`src/rtl/ita_softmax_div.sv`:
```
// Iterative restoring reciprocal divider: quot_o = sat(floor(2^NumShift / div_inp_i)).
// Optional ITA_DIV_POW2_BYPASS_EN resolves power-of-two divisors without iterating.
module ita_softmax_div #(
    parameter int unsigned InWidth  = 19,
    parameter int unsigned OutWidth = 16,
    parameter int unsigned NumShift = 16
) (
    input  logic                clk_i,
    input  logic                rst_ni,
    input  logic [InWidth-1:0]  div_inp_i,
    input  logic                valid_i,
    output logic                ready_o,
    output logic [OutWidth-1:0] quot_o,
    output logic                valid_o,
    input  logic                ready_i,
    output logic                busy_o
);

    localparam logic [1:0] IDLE = 2'd0;
    localparam logic [1:0] CALC = 2'd1;
    localparam logic [1:0] DONE = 2'd2;

    localparam int unsigned CntW  = $clog2(NumShift + 2);
    localparam int unsigned WideW = (NumShift + 1 > OutWidth) ? NumShift + 1 : OutWidth;

    logic [1:0]          state_q;
    logic [InWidth-1:0]  div_q;
    logic [InWidth:0]    rem_q;
    logic [NumShift:0]   quo_q;
    logic [CntW-1:0]     cnt_q;

    logic                nbit;
    logic [InWidth+1:0]  rem_sh;
    logic [InWidth+1:0]  div_ext;
    logic                take;

    function automatic logic [OutWidth-1:0] saturate(input logic [NumShift:0] q);
        logic [WideW-1:0] qw;
        logic [WideW-1:0] lim;
        qw  = WideW'(q);
        lim = WideW'({OutWidth{1'b1}});
        return (qw > lim) ? {OutWidth{1'b1}} : qw[OutWidth-1:0];
    endfunction

`ifdef ITA_DIV_POW2_BYPASS_EN
    function automatic logic is_pow2(input logic [InWidth-1:0] d);
        return (d != '0) && ((d & (d - InWidth'(1))) == '0);
    endfunction

    // 2^NumShift / 2^k is a plain right shift; k > NumShift shifts the bit out to zero.
    function automatic logic [NumShift:0] pow2_quot(input logic [InWidth-1:0] d);
        logic [NumShift:0] q;
        q = '0;
        for (int k = 0; k < int'(InWidth); k++) begin
            if (d[k]) q = {1'b1, {NumShift{1'b0}}} >> k;
        end
        return q;
    endfunction
`endif

    // Numerator is 2^NumShift: only the first step shifts in a one.
    assign nbit    = (cnt_q == CntW'(NumShift + 1));
    assign rem_sh  = {rem_q, nbit};
    assign div_ext = (InWidth + 2)'(div_q);
    assign take    = (rem_sh >= div_ext);

    always_ff @(posedge clk_i or negedge rst_ni) begin
        if (!rst_ni) begin
            state_q <= IDLE;
            div_q   <= '0;
            rem_q   <= '0;
            quo_q   <= '0;
            cnt_q   <= '0;
        end else begin
            unique case (state_q)
                IDLE: begin
                    if (valid_i) begin
                        div_q <= div_inp_i;
                        rem_q <= '0;
                        quo_q <= '0;
                        cnt_q <= CntW'(NumShift + 1);
                        if (div_inp_i == '0) begin
                            quo_q   <= '1;
                            state_q <= DONE;
                        end
`ifdef ITA_DIV_POW2_BYPASS_EN
                        else if (is_pow2(div_inp_i)) begin
                            quo_q   <= pow2_quot(div_inp_i);
                            state_q <= DONE;
                        end
`endif
                        else begin
                            state_q <= CALC;
                        end
                    end
                end
                CALC: begin
                    rem_q <= (InWidth + 1)'(take ? (rem_sh - div_ext) : rem_sh);
                    quo_q <= {quo_q[NumShift-1:0], take};
                    cnt_q <= cnt_q - CntW'(1);
                    if (cnt_q == CntW'(1)) state_q <= DONE;
                end
                DONE: begin
                    if (ready_i) state_q <= IDLE;
                end
                default: state_q <= IDLE;
            endcase
        end
    end

    assign ready_o = (state_q == IDLE);
    assign valid_o = (state_q == DONE);
    assign busy_o  = (state_q != IDLE);
    assign quot_o  = valid_o ? saturate(quo_q) : '0;

endmodule
```
`config.mk`:
```
export PLATFORM = sky130hd
export DESIGN_NAME = ita_softmax_div
export DESIGN_NICKNAME = d
export VERILOG_FILES = /design/src/rtl/ita_softmax_div.sv
export SDC_FILE = /design/constraint.sdc
export NUM_CORES = 1
export LEC_CHECK = 0
export ABC_AREA = 1
export CAP_MARGIN = 5
export CORE_MARGIN = 2
export CORE_UTILIZATION = 58
export DETAILED_ROUTE_END_ITERATION = 12
export PLACE_DENSITY = 0.82
export SYNTH_ARGS = -nofsm -noshare
export SYNTH_HDL_FRONTEND = slang
export SYNTH_SLANG_ARGS = --single-unit
export TNS_END_PERCENT = 10
```
`constraint.sdc`:
```
create_clock -name clk_i -period 2.8 [get_ports clk_i]
set_input_delay 0.56 -clock clk_i [delete_from_list [all_inputs] [get_ports clk_i]]
set_output_delay 0.56 -clock clk_i [all_outputs]
set_load 0.01 [all_outputs]
```
# After elaboration in Yosys (flattened, before gate mapping)
# Index checks and enable logic that the tools add are counted.
# totals
ff_bits	63
inputBits	23
out_inout_bits	19
elab_cells	38
# op_classes
add_sub_neg	2
n_lt_le_gt_ge	2
eq_ne	7
n_mux	15
reduce_logical	7
# ops
operator	n
20-bit 2-to-1 mux	2
20-bit one-hot mux with 2 select lines	1
17-bit 2-to-1 mux	2
17-bit one-hot mux with 2 select lines	1
16-bit 2-to-1 mux	2
21-bit by 19-bit greater-or-equal comparator with 1-bit output	1
20-bit by 19-bit subtractor with 20-bit output	1
19-bit logical NOT	1
17-bit by 16-bit greater-than comparator with 1-bit output, second input constant	1
5-bit one-hot mux with 2 select lines	1
2-bit 2-to-1 mux	4
2-bit one-hot mux with 3 select lines	1
5-bit by 1-bit == test with 1-bit output, second input constant	1
5-bit == test, second input constant	1
5-bit 2-to-1 mux	1
5-bit by 1-bit subtractor with 5-bit output, second input constant	1
2-bit inequality test, second input constant	2
2-bit AND reduction	2
2-bit nonzero test	2
3-bit AND reduction	1
2-bit by 1-bit == test with 1-bit output, second input constant	1
2-bit == test, second input constant	1
2-bit logical NOT	1
2-bit by 1-bit inequality test with 1-bit output, second input constant	1

# Longest topological paths before layout
# logic_depth
depth_word	4
depth_mapped	17
depth_no_buf	17

# Least setup slack after synthesis
# OpenSTA, ideal clock, no wires.
# synth_timing
path_type	reg2reg
startpoint	register cnt_q[1]
endpoint	register rem_q[16]
setup_ns	0.116
arrival_ns	2.009
required_time_ns	2.684
path_slack_ns	0.675
stages_incl_launch_ff	16
n_path_buf	0
period_less_slack_ns	2.125
path_cell_list	dfrtp_1 > inv_1 > ha_1 > nand3_1 > ha_1 > fa_1 > inv_1 > nand3_1 > nand3_1 > nand2_1 > nand2_1 > nand2_1 > nand3_1 > nand3_1 > nand2_1 > nand2_1
# synth_via
elab_chain_len	4
elab_cells_between_ends	5
classes_between	add/sub: 1; order compare: 1; eq/ne: 1; mux: 2
# synth_lines
item	line_no	source
from (decl)	30	logic [CntW-1:0] cnt_q;
from (signal assigned)	81	cnt_q <= CntW'(NumShift + 1);
from (signal assigned)	100	cnt_q <= cnt_q - CntW'(1);
5-bit == test (*)	62	assign nbit = (cnt_q == CntW'(NumShift + 1));
20-bit by 19-bit subtractor with 20-bit output or 21-bit by 19-bit greater-or-equal comparator with 1-bit output (tied branches)	98, 65	
20-bit 2-to-1 mux (*)	98	rem_q <= (InWidth + 1)'(take ? (rem_sh - div_ext) : rem_sh);
20-bit one-hot mux with 2 select lines (*)	75	unique case (state_q)
to (signal assigned)	98	
to (decl)	28	logic [InWidth:0] rem_q;
# Mark *: on every way between the ends. The rest lies on a longest branch, timed or not.
# A chain may end at the register's enable or synchronous reset.

# Worst setup path after layout
# layout_timing
startpoint	register state_q[1]
endpoint	output quot_o[0]
# layout_via
elab_chain_len	2
# layout_lines
item	line_no	source
from (decl)	26	logic [1:0] state_q;
from (signal assigned)	69	state_q <= IDLE;
from (signal assigned)	84	state_q <= DONE;
from (signal assigned)	93	state_q <= CALC;
2-bit == test	112	assign valid_o = (state_q == DONE);
16-bit 2-to-1 mux	114	assign quot_o = valid_o ? saturate(quo_q) : '0;
to (decl)	13	output logic [OutWidth-1:0] quot_o,
# No other way between the ends.

==> run_results.csv <==
group,metric,value,unit
pwr,max-vdd-ir-drop,0.00104,V
critical_path,worst-path-max-fanout,9,
min_path,hold_path_class,"primary input to asynchronous set/reset pin",
die,dieArea,8230,sq um
drt,totalWireLength,11.3,mm
synth,netlist.area_leader.share,36.1,%
cts,worstSkewPairLatency,350,ps
grt,track_usage,28.7,%
cts,cts_buffer_depth,2,
synth,syn_inst,652,
timing,rsz0062_at_grt,"false",
grt,grt_first_pass_wirelength,19.1,mm
run,maxCapViolCount,0,
synth,syn_avg_cell_area,6.69,sq um
grt,grt_start_max_net_pins,64,
final_layout,nFillCells,633,
drt,vias,4328,
timing,fin_skew,14.5,ps
drt,firstDrtPassIters,7,
grt,gr-total-overflow,0,
cts,path_clk_slew,80,ps
drt,drcViolationCount,0,
die,initial_core_util,60.1,%
final_layout,final_nets,739,
cts,clock_sinks,63,
die,fp.dieH,90.7,um
cts,h-tree-depth,3,
synth,syn_area,4360,sq um
pwr,power_density,1380,nW/um^2
critical_path,reg2regPathDepth,15,
drt,wl_per_cell,14.2,um
die,io_pins,42,
timing,max_freq,0.377,GHz
die,rows,31,
timing,worst_pin_slew,792,ps
run_status,status,"completed",
critical_path,worstSetupEndpointType,"primary output",
critical_path,worstPathRequired,2240,ps
critical_path,reg2reg_slack,290,ps
die,core,7250,sq um
critical_path,crit_end,"quot_o[0]",
synth,yosysSeqAreaShare,36.1,%
final_layout,insertedDiodeCount,0,
pwr,p_leak,0.00265,uW
grt,antenna_found_initial,0,
critical_path,arrival,2090,ps
placement,port_buffers,41,
critical_path,worst_setup_path_start_kind,"flip-flop",
grt,grt_pass1_vias,4161,
final_layout,syn_to_final_growth,16.8,%
placement,gp_congestion,0.931,
synth,yosysWarnings,0,
timing,drv_slew,0,
final_layout,final_layout_size_suffix_gt1_share,7.01,%
cts,numCtsBuffers,9,
timing,setup_violations,0,
synth,synth_area_leader_cell,"dfrtp_1",
placement,dp_hpwl,8.17,mm
timing,timing.final.crit_share,94.7,%
drt,ant_nets,0,
cts,cts_tree,"done",
synth,synth_seq_cells,63,
critical_path,worstReg2RegEnd,"rem_q[12]",
synth,synth_cell_types,37,
cts,cts-root-buf,"clkbuf_8",
final_layout,fin_util,70.3,%
timing,max_slew_margin,47.2,%
critical_path,crit_type,"flip-flop to primary output",
synth,syn_nets,697,
drt,vias_per_cell,5.42,
synth,synth_area_leaders,"dfrtp_1 (36%), nand2_1 (20%), inv_1 (7.1%)",
drt,drt-initial-drc-count,313,
critical_path,timing.rr.start,"cnt_q[1]",
timing,setup_tns,0,ps
die,dieWidth,90.7,um
timing,fin_crit,2650,ps
critical_path,critical_path.startpoint,"state_q[1]",
timing,hold_viol,0,
-- where the power goes --
| group | internal, uW | switching (uW) | leakage, uW | total, uW |
|---|---|---|---|---|
| clock | 438 | 390 | 0.0000947 | 828 |
| combinational | 1680 | 2960 | 0.00175 | 4640 |
| sequential | 1280 | 259 | 0.000809 | 1540 |
| total | 3400 | 3610 | 0.00265 | 7010 |
-- state kept, by name (all words and copies together) (netlist names) --
register	count
state_q	2
div_q	19
quo_q	17
rem_q	20
cnt_q	5
-- Yosys cell counts, drive strengths merged --
cell,n
nor3b,1
nor3,9
clkinv,1
o21ai,25
nor2,66
nand4,1
xnor2,7
nand2,246
or2,1
o32ai,1
nand3b,14
o22ai,2
fa,1
dfrtp,63
a21oi,15
and2,1
o21bai,2
a31oi,1
ha,21
nor4,3
xor2,3
buf,11
nand3,61
clkbuf,8
inv,85
o211ai,2
a211oi,1
-- repair_timing --
action,4_1_cts,5_1_grt
endpoints found under the setup margin,0,16
hold buffers,0,0
buffers inserted,0,0
resized for setup,0,3
-- layout make-up --
class	count	area [sq um]	area share (%)
multi-input combinational	484	2380	46.6
clock inverter	6	70.1	1.37
sequential	63	1580	30.9
clock buffer	10	138	2.70
timing repair buffer	49	478	9.38
tap	99	124	2.43
inverter	86	327	6.41
timing repair inverter	1	7.51	0.147
-- metrics by stage --
| step | hold WS [ps] | instance area, sq um | power [uW] | instances | worst slack (ps) |
|---|---|---|---|---|---|
| finish | 367 | 5100 | 7010 | 798 | 150 |
| global route | 450 | 5100 | 7690 | 798 | 42.2 |
| CTS | 395 | 5080 | 6930 | 797 | 92.8 |
| detailed placement | 484 | 4870 | 6070 | 781 | 370 |
| global placement | 464 | 4870 | 5920 | 781 | 465 |
| floorplan | 264 | 4360 | 4980 | 652 | 675 |
-- worst min path at each step --
| stage | start | endpoint |
|---|---|---|
| 3_5_place_dp | div_q[0] | div_q[0] |
| 3_3_place_gp | rem_q[19] | rem_q[19] |
| 6_report | rst_ni | cnt_q[3] |
| 2_1_floorplan | rst_ni | cnt_q[0] |
| 4_1_cts | rst_ni | rem_q[7] |
| 5_1_grt | rst_ni | cnt_q[3] |
-- cells by family after synthesis --
group,share of synthesized area (%)
buffers and inverters,9.55
AO/OA/AOI/OAI,6.17
adder cells (fa/ha/maj),6.48
AND/OR/NAND/NOR,39.6
XOR/XNOR,2.01
flip-flops,36.1
-- metal layers --
| metal | up-vias | part of all wire (%) | wire (um) | GRT usage [%] |
|---|---|---|---|---|
| met5 | - | 0 | 0 | 0 |
| met4 | 0 | 1.9 | 212 | 10.9 |
| met3 | 22 | 7.0 | 791 | 5.18 |
| met2 | 172 | 49 | 5520 | 48.3 |
| met1 | 2009 | 42 | 4780 | 36.7 |
| li1 | 2125 | - | - | - |
-- cells in the final DEF, fill, tap and decap left out, drive strengths merged, types with 2 or more instances in the layout --
master and n:
o21bai 2, xor2 3, o211ai 2, clkdlybuf4s50 40, xnor2 7, nand3 61, clkinv 2, inv 85
nor4 3, nand3b 14, nor3 9, clkinvlp 5, nor2 66, buf 9, o22ai 2, clkbuf 10
ha 21, dfrtp 63, nand2 246, a21oi 15, o21ai 25
-- worst max-delay path, cell delays in order (launching register included) --
cell	delay, ps
dfrtp_1	420
inv_1	100
nor2_2	250
clkinvlp_4	250
nor2_1	160
clkdlybuf4s50_1	570
Power figures use the tool's default switching activity.
